### src/rtl/lcb_distributor_if.sv
// Signal bundle between the two LCB receivers, the shared Orbita frame-buffer port
// and the arbitration status. The distributor takes the slave view; requesters and memory take the master view.
interface lcb_distributor_if #(
    parameter int DROP_W = 8
);
    logic              busy_1;
    logic              busy_2;
    logic [11:0]       wrdOut_1;
    logic [11:0]       wrdOut_2;
    logic [9:0]        wrdAddr_1;
    logic [9:0]        wrdAddr_2;
    logic              wren_1;
    logic              wren_2;
    logic [9:0]        oldWrdAddr_1;
    logic [9:0]        oldWrdAddr_2;
    logic              oldRdEn_1;
    logic              oldRdEn_2;
    logic [11:0]       oldWrd_1;
    logic [11:0]       oldWrd_2;
    logic [11:0]       commWrdOut;
    logic [9:0]        commWrdAddr;
    logic              commWren;
    logic [9:0]        commOldWrdAddr;
    logic              commOldRdEn;
    logic [11:0]       commOldWrd;
    logic [1:0]        grant;
    logic [DROP_W-1:0] drop_1;
    logic [DROP_W-1:0] drop_2;

    modport master (
        output busy_1, busy_2, wrdOut_1, wrdOut_2, wrdAddr_1, wrdAddr_2,
        output wren_1, wren_2, oldWrdAddr_1, oldWrdAddr_2, oldRdEn_1, oldRdEn_2,
        output commOldWrd,
        input  oldWrd_1, oldWrd_2, commWrdOut, commWrdAddr, commWren,
        input  commOldWrdAddr, commOldRdEn, grant, drop_1, drop_2
    );

    modport slave (
        input  busy_1, busy_2, wrdOut_1, wrdOut_2, wrdAddr_1, wrdAddr_2,
        input  wren_1, wren_2, oldWrdAddr_1, oldWrdAddr_2, oldRdEn_1, oldRdEn_2,
        input  commOldWrd,
        output oldWrd_1, oldWrd_2, commWrdOut, commWrdAddr, commWren,
        output commOldWrdAddr, commOldRdEn, grant, drop_1, drop_2
    );
endinterface

### src/rtl/lcb_distributor.sv
// Round-robin arbiter sharing one Orbita frame-buffer port between two LCB receivers,
// routing pipelined read data back to the requester that issued each read.
module lcb_distributor #(
    parameter int RD_LAT = 2,
    parameter int DROP_W = 8
) (
    input  logic             clk,
    input  logic             rst_n,
    lcb_distributor_if.slave bus
);
    typedef enum logic [1:0] {
        ST_IDLE  = 2'd0,
        ST_OWN1  = 2'd1,
        ST_OWN2  = 2'd2,
        ST_DRAIN = 2'd3
    } state_e;

    localparam logic [1:0]        DRAIN_LOAD = 2'(RD_LAT);
    localparam logic [DROP_W-1:0] DROP_MAX   = {DROP_W{1'b1}};

    function automatic logic [DROP_W-1:0] sat_inc(input logic [DROP_W-1:0] cnt,
                                                  input logic              hit);
        logic [DROP_W-1:0] res;
        if (hit && (cnt != DROP_MAX)) begin
            res = cnt + DROP_W'(1);
        end else begin
            res = cnt;
        end
        return res;
    endfunction

    state_e            state_q;
    logic              last2_q;      // 1: requester 2 was served last
    logic [1:0]        drain_cnt_q;
    logic [1:0]        grant_q;

    logic [RD_LAT-1:0] tag_vld_q;
    logic [RD_LAT-1:0] tag_vld_d;
    logic [RD_LAT-1:0] tag_req2_q;
    logic [RD_LAT-1:0] tag_req2_d;
    logic [11:0]       old1_q;
    logic [11:0]       old1_d;
    logic [11:0]       old2_q;
    logic [11:0]       old2_d;
    logic [DROP_W-1:0] drop_1_q;
    logic [DROP_W-1:0] drop_1_d;
    logic [DROP_W-1:0] drop_2_q;
    logic [DROP_W-1:0] drop_2_d;

    logic              rej_1_s;
    logic              rej_2_s;
    logic [11:0]       comm_wrd_s;
    logic [9:0]        comm_wrd_addr_s;
    logic              comm_wren_s;
    logic [9:0]        comm_rd_addr_s;
    logic              comm_rd_en_s;

    // Arbitration FSM; grant is registered alongside the state so it never glitches.
    always_ff @(posedge clk or negedge rst_n) begin
        if (!rst_n) begin
            state_q     <= ST_IDLE;
            last2_q     <= 1'b1;
            drain_cnt_q <= 2'd0;
            grant_q     <= 2'b00;
        end else begin
            case (state_q)
                ST_IDLE: begin
                    if (bus.busy_1 && (!bus.busy_2 || last2_q)) begin
                        state_q <= ST_OWN1;
                        grant_q <= 2'b01;
                    end else if (bus.busy_2) begin
                        state_q <= ST_OWN2;
                        grant_q <= 2'b10;
                    end else begin
                        state_q <= ST_IDLE;
                        grant_q <= 2'b00;
                    end
                end
                ST_OWN1: begin
                    if (bus.busy_1) begin
                        state_q <= ST_OWN1;
                        grant_q <= 2'b01;
                    end else begin
                        state_q     <= ST_DRAIN;
                        grant_q     <= 2'b00;
                        last2_q     <= 1'b0;
                        drain_cnt_q <= DRAIN_LOAD;
                    end
                end
                ST_OWN2: begin
                    if (bus.busy_2) begin
                        state_q <= ST_OWN2;
                        grant_q <= 2'b10;
                    end else begin
                        state_q     <= ST_DRAIN;
                        grant_q     <= 2'b00;
                        last2_q     <= 1'b1;
                        drain_cnt_q <= DRAIN_LOAD;
                    end
                end
                ST_DRAIN: begin
                    grant_q <= 2'b00;
                    if (drain_cnt_q <= 2'd1) begin
                        state_q     <= ST_IDLE;
                        drain_cnt_q <= 2'd0;
                    end else begin
                        state_q     <= ST_DRAIN;
                        drain_cnt_q <= drain_cnt_q - 2'd1;
                    end
                end
                default: begin
                    state_q     <= ST_IDLE;
                    grant_q     <= 2'b00;
                    drain_cnt_q <= 2'd0;
                end
            endcase
        end
    end

    // Shared port follows the owner's inputs; zero whenever nobody owns it.
    always_comb begin
        comm_wrd_s      = 12'd0;
        comm_wrd_addr_s = 10'd0;
        comm_wren_s     = 1'b0;
        comm_rd_addr_s  = 10'd0;
        comm_rd_en_s    = 1'b0;
        case (state_q)
            ST_OWN1: begin
                comm_wrd_s      = bus.wrdOut_1;
                comm_wrd_addr_s = bus.wrdAddr_1;
                comm_wren_s     = bus.wren_1;
                comm_rd_addr_s  = bus.oldWrdAddr_1;
                comm_rd_en_s    = bus.oldRdEn_1;
            end
            ST_OWN2: begin
                comm_wrd_s      = bus.wrdOut_2;
                comm_wrd_addr_s = bus.wrdAddr_2;
                comm_wren_s     = bus.wren_2;
                comm_rd_addr_s  = bus.oldWrdAddr_2;
                comm_rd_en_s    = bus.oldRdEn_2;
            end
            default: begin
                comm_wren_s  = 1'b0;
                comm_rd_en_s = 1'b0;
            end
        endcase
    end

    // Read-tag pipeline, return-data steering and drop accounting.
    always_comb begin
        tag_vld_d  = tag_vld_q;
        tag_req2_d = tag_req2_q;
        for (int i = RD_LAT - 1; i > 0; i--) begin
            tag_vld_d[i]  = tag_vld_q[i-1];
            tag_req2_d[i] = tag_req2_q[i-1];
        end
        tag_vld_d[0]  = comm_rd_en_s;
        tag_req2_d[0] = (state_q == ST_OWN2);

        old1_d = old1_q;
        old2_d = old2_q;
        if (tag_vld_q[RD_LAT-1]) begin
            if (tag_req2_q[RD_LAT-1]) begin
                old2_d = bus.commOldWrd;
            end else begin
                old1_d = bus.commOldWrd;
            end
        end else begin
            old1_d = old1_q;
            old2_d = old2_q;
        end

        rej_1_s  = (bus.wren_1 | bus.oldRdEn_1) & ~grant_q[0];
        rej_2_s  = (bus.wren_2 | bus.oldRdEn_2) & ~grant_q[1];
        drop_1_d = sat_inc(drop_1_q, rej_1_s);
        drop_2_d = sat_inc(drop_2_q, rej_2_s);
    end

    // Datapath registers; reset also discards any reads still in flight.
    always_ff @(posedge clk or negedge rst_n) begin
        if (!rst_n) begin
            tag_vld_q  <= '0;
            tag_req2_q <= '0;
            old1_q     <= 12'd0;
            old2_q     <= 12'd0;
            drop_1_q   <= '0;
            drop_2_q   <= '0;
        end else begin
            tag_vld_q  <= tag_vld_d;
            tag_req2_q <= tag_req2_d;
            old1_q     <= old1_d;
            old2_q     <= old2_d;
            drop_1_q   <= drop_1_d;
            drop_2_q   <= drop_2_d;
        end
    end

    assign bus.grant          = grant_q;
    assign bus.oldWrd_1       = old1_q;
    assign bus.oldWrd_2       = old2_q;
    assign bus.drop_1         = drop_1_q;
    assign bus.drop_2         = drop_2_q;
    assign bus.commWrdOut     = comm_wrd_s;
    assign bus.commWrdAddr    = comm_wrd_addr_s;
    assign bus.commWren       = comm_wren_s;
    assign bus.commOldWrdAddr = comm_rd_addr_s;
    assign bus.commOldRdEn    = comm_rd_en_s;

endmodule

### src/flat_wrapper.sv
// flat-port wrapper written by rule: the top's interface ports become plain ports
module lcb_distributor_flat 
#(
    parameter int RD_LAT = 2,
    parameter int DROP_W = 8
)
  (clk, rst_n, bus_busy_1, bus_busy_2, bus_wrdOut_1, bus_wrdOut_2, bus_wrdAddr_1, bus_wrdAddr_2, bus_wren_1, bus_wren_2, bus_oldWrdAddr_1, bus_oldWrdAddr_2, bus_oldRdEn_1, bus_oldRdEn_2, bus_commOldWrd, bus_oldWrd_1, bus_oldWrd_2, bus_commWrdOut, bus_commWrdAddr, bus_commWren, bus_commOldWrdAddr, bus_commOldRdEn, bus_grant, bus_drop_1, bus_drop_2);
  lcb_distributor_if #(.DROP_W(DROP_W)) bus_i ();
  input  logic clk;
  input  logic rst_n;
  input wire logic [$bits(bus_i.busy_1)-1:0] bus_busy_1;
  input wire logic [$bits(bus_i.busy_2)-1:0] bus_busy_2;
  input wire logic [$bits(bus_i.wrdOut_1)-1:0] bus_wrdOut_1;
  input wire logic [$bits(bus_i.wrdOut_2)-1:0] bus_wrdOut_2;
  input wire logic [$bits(bus_i.wrdAddr_1)-1:0] bus_wrdAddr_1;
  input wire logic [$bits(bus_i.wrdAddr_2)-1:0] bus_wrdAddr_2;
  input wire logic [$bits(bus_i.wren_1)-1:0] bus_wren_1;
  input wire logic [$bits(bus_i.wren_2)-1:0] bus_wren_2;
  input wire logic [$bits(bus_i.oldWrdAddr_1)-1:0] bus_oldWrdAddr_1;
  input wire logic [$bits(bus_i.oldWrdAddr_2)-1:0] bus_oldWrdAddr_2;
  input wire logic [$bits(bus_i.oldRdEn_1)-1:0] bus_oldRdEn_1;
  input wire logic [$bits(bus_i.oldRdEn_2)-1:0] bus_oldRdEn_2;
  input wire logic [$bits(bus_i.commOldWrd)-1:0] bus_commOldWrd;
  output wire logic [$bits(bus_i.oldWrd_1)-1:0] bus_oldWrd_1;
  output wire logic [$bits(bus_i.oldWrd_2)-1:0] bus_oldWrd_2;
  output wire logic [$bits(bus_i.commWrdOut)-1:0] bus_commWrdOut;
  output wire logic [$bits(bus_i.commWrdAddr)-1:0] bus_commWrdAddr;
  output wire logic [$bits(bus_i.commWren)-1:0] bus_commWren;
  output wire logic [$bits(bus_i.commOldWrdAddr)-1:0] bus_commOldWrdAddr;
  output wire logic [$bits(bus_i.commOldRdEn)-1:0] bus_commOldRdEn;
  output wire logic [$bits(bus_i.grant)-1:0] bus_grant;
  output wire logic [$bits(bus_i.drop_1)-1:0] bus_drop_1;
  output wire logic [$bits(bus_i.drop_2)-1:0] bus_drop_2;
  assign bus_i.busy_1 = bus_busy_1;
  assign bus_i.busy_2 = bus_busy_2;
  assign bus_i.wrdOut_1 = bus_wrdOut_1;
  assign bus_i.wrdOut_2 = bus_wrdOut_2;
  assign bus_i.wrdAddr_1 = bus_wrdAddr_1;
  assign bus_i.wrdAddr_2 = bus_wrdAddr_2;
  assign bus_i.wren_1 = bus_wren_1;
  assign bus_i.wren_2 = bus_wren_2;
  assign bus_i.oldWrdAddr_1 = bus_oldWrdAddr_1;
  assign bus_i.oldWrdAddr_2 = bus_oldWrdAddr_2;
  assign bus_i.oldRdEn_1 = bus_oldRdEn_1;
  assign bus_i.oldRdEn_2 = bus_oldRdEn_2;
  assign bus_i.commOldWrd = bus_commOldWrd;
  assign bus_oldWrd_1 = bus_i.oldWrd_1;
  assign bus_oldWrd_2 = bus_i.oldWrd_2;
  assign bus_commWrdOut = bus_i.commWrdOut;
  assign bus_commWrdAddr = bus_i.commWrdAddr;
  assign bus_commWren = bus_i.commWren;
  assign bus_commOldWrdAddr = bus_i.commOldWrdAddr;
  assign bus_commOldRdEn = bus_i.commOldRdEn;
  assign bus_grant = bus_i.grant;
  assign bus_drop_1 = bus_i.drop_1;
  assign bus_drop_2 = bus_i.drop_2;
  lcb_distributor #(.RD_LAT(RD_LAT), .DROP_W(DROP_W)) u_core (.clk(clk), .rst_n(rst_n), .bus(bus_i));
endmodule
### config.mk
export PLATFORM = sky130hd
export DESIGN_NAME = lcb_distributor_flat
export DESIGN_NICKNAME = d
export VERILOG_FILES = /design/src/rtl/lcb_distributor_if.sv /design/src/rtl/lcb_distributor.sv /design/src/flat_wrapper.sv
export SDC_FILE = /design/constraint.sdc
export NUM_CORES = 1
export LEC_CHECK = 0
export BUFFER_PORTS_ARGS = -buffer_cell sky130_fd_sc_hd__buf_2
export CAP_MARGIN = 20
export CORE_MARGIN = 3
export CORE_UTILIZATION = 47
export DETAILED_ROUTE_END_ITERATION = 8
export PLACE_DENSITY = 0.86
export SLEW_MARGIN = 20
export SYNTH_ARGS = -nofsm -noshare
export SYNTH_HDL_FRONTEND = slang
export SYNTH_SLANG_ARGS = --single-unit
### constraint.sdc
create_clock -name clk -period 4.3 [get_ports clk]
set_input_delay 0.86 -clock clk [delete_from_list [all_inputs] [get_ports clk]]
set_output_delay 0.86 -clock clk [all_outputs]
set_load 0.02 [all_outputs]
==> results.md <==
- WHS: 359 ps
- ANT nets after route: 0
- Peak Freq: 323 MHz
- Final period util: 71.9%
- Worst Tran Pin Value: 768 ps
- Syn_nets: 328
- Placed cell area: 3500 um2
- H-tree levels: 2
- Reg2Reg Depth: 6
- Core Util, Final: 67.8%
- Diode count: 0
- Cell taking the most area after synthesis: dfrtp_1
- Met1 Track Usage GR: 25.1%
- Crit path kind: register to output port
- CP arrival: 2230 ps
- Die area: 6610 um2
- Fillers: 408
- Total track usage: 21.2%
- Count leader, synth: dfrtp_1
- Vias: 2435
- CP max FO: 22
- Crit path cell chain: inv_1 > ha_1 > buf_4 > a22oi_1 > nor2b_1 > buf_2
- Async SR Flop Fraction: 100%
- RSZ-0062 raised after global routing: false
- Post-Syn Instances: 238
- Share of cells above drive strength 1: 52.2%
- CTS buffer count: 5
- Die width: 81.3 um
- Die height: 81.3 um
- Post-synth EDFFs: 0
- I/O Buffers: 159
- Critical Path Source: u_core.state_q[0]
- # clock sinks: 51
- Hold Buf Count CTS: 0
- Critical Path Source Type: register
- Critical R2R Launch: u_core.state_q[0]
- First-pass GRT wire length: 10900 um
- TritonCTS clock tree: built
- Hold path endpoint: u_core.tag_vld_q[1]
- Area grow syn2layout: 34.8%
- Largest net degree at the start of global routing: 52
- Final Skew: 1.58 ps
- Core ar.: 5300 um2
- Hold crit path type: register to register
- Yosys top cell area share: 46.9%
- GR Util met2: 36.9%
- CP Capture Type: output port
- Post-synthesis cell area: 2670 um2
- CP bufs+invs: 3
- Syn_area_per_cell: 11.2 um2
- Critical path's largest stage delay: 580 ps
- Cell family with most CP delay: buffers and inverters
- Reg clk slew, reported paths: 90 ps
- Critical Path RT: 3440 ps
- Cell variety after synth: 31
- Slew Limit Headroom: 48.8%
- GPL Wtd Cong: 0.793
- Clk_lat worst skew: 300 ps
- Synth area leaders: dfrtp_1 (47%), mux2_2 (11%), a22oi_1 (9.6%), nor2b_1 (8.7%), ha_1 (2.8%)
- Vias per inst: 5.26
- Initial antenna violation count: 0
- YS warnings: 0
- Site row count: 26
- R2r setup slk: 2310 ps
- Met3 usage: 6.21%
- Initial Utilization: 50.3%
- Hold depth: 0
- Main synth FF type: dfrtp_1
- Power density cells: 835 nW/um2
- Maxcap violations: 0
- Clock Path Buffers: 2
- Global route overflow: 0
- CTS resizes: 0
- DP HPWL: 5470 um
- Fin nets: 482
- Io pins: 160
- End of the worst register-to-register path: u_core.drain_cnt_q[1]
- VDD IR max: 454 uV
- Design area: 3590 um2
- TNS Setup: 0 ps
- Final min period: 3090 ps
- Setup Buffers After CTS: 0
- Fin. Hold Viols: 0
- Setup violations, final: 0
- Pre-Repair DR Iteration Count: 4
- Busiest grt layer: met2
- Leakage power: 1.79 nW
- Vias in the first global route: 2401
- Final-report max-slew violation count: 0
- Clk root buf: clkbuf_8
- Post-synth top cells: dfrtp_1 (50), nor2b_1 (37), a22oi_1 (34)
- DRC viols: 0
- Hold_sp: u_core.tag_vld_q[0]
- Outcome: finished, final reports clean
- Initial DRC count: 96
- WL/cell: 15.4 um
- CP max-delay cell: ha_1
- Synth Register Bits: 51
- Routed WL: 7120 um
- Register area share after synthesis: 47.9%
- Total power: 3.00 mW
worst max path at each step:
stage	end	slack, ps	cells after the start
after floorplan	bus_commWrdAddr[0]	2030	6
after global placement	bus_commWrdOut[11]	1710	6
after detailed placement	bus_commOldWrdAddr[0]	1570	6
after CTS	bus_commOldWrdAddr[0]	1230	6
after global routing	bus_commOldWrdAddr[0]	1040	6
final	bus_commOldWrdAddr[0]	1210	6
power by group:
group	internal, mW	switching (mW)	total (mW)
sequential	0.725	0.186	0.911
clock	0.113	0.154	0.268
combinational	0.755	1.07	1.82
total	1.59	1.41	3.00
layout make-up:
class | count | area, um2 | area share [%]
Sequential cell | 51 | 1280 | 35.5
Tap cell | 70 | 87.6 | 2.44
Multi-Input combinational cell | 169 | 1310 | 36.5
Clock buffer | 5 | 68.8 | 1.91
Clock inverter | 3 | 20.0 | 0.557
Timing Repair Buffer | 161 | 813 | 22.6
Inverter | 4 | 15.0 | 0.418
flip-flops by register name (all words and copies together) (netlist names):
| signal | flops |
|---|---|
| u_core.bus.drop_1 | 8 |
| u_core.bus.drop_2 | 8 |
| u_core.bus.grant | 2 |
| u_core.bus.oldWrd_1 | 12 |
| u_core.bus.oldWrd_2 | 12 |
| u_core.drain_cnt_q | 2 |
| u_core.last2_q | 1 |
| u_core.state_q | 2 |
| u_core.tag_req2_q | 2 |
| u_core.tag_vld_q | 2 |
metrics by stage:
step | setup slack, ps | cells
after floorplan | 2030 | 238
after detailed placement | 1570 | 455
after CTS | 1230 | 463
after global placement | 1710 | 455
final | 1210 | 463
after global routing | 1040 | 463
kinds of logic (layout without fill, tap and decap cells):
kind of cell / after synthesis / after routing / synth area share (%)
simple gates: 71 / 71 / 15.9
compound gates: 54 / 54 / 15.3
flops: 51 / 51 / 47.9
mux: 27 / 27 / 11.7
buf+inv: 18 / 173 / 2.86
xor+xnor: 11 / 11 / 3.61
fa+ha+maj: 6 / 6 / 2.82
placed cells by master, fill, tap and decap left out, drive strengths merged, types with 5 or more instances in the layout:
cell type  Yosys  routed
buf            7     161
nand3          6       6
ha             6       6
clkbuf         7       5
o21ai          5       5
nor2b         37      37
mux2          27      27
a21oi          5       5
xnor2          7       7
dfrtp         50      50
nand2          9       9
a22oi         34      34
routing by layer:
metal / part of all wire [%] / up-vias
met1: 39 / 1139
met4: 1.5 / 0
met2: 50 / 126
met3: 9.1 / 8
met5: 0 / -
li1: - / 1162
Power figures use the tool's default switching activity.
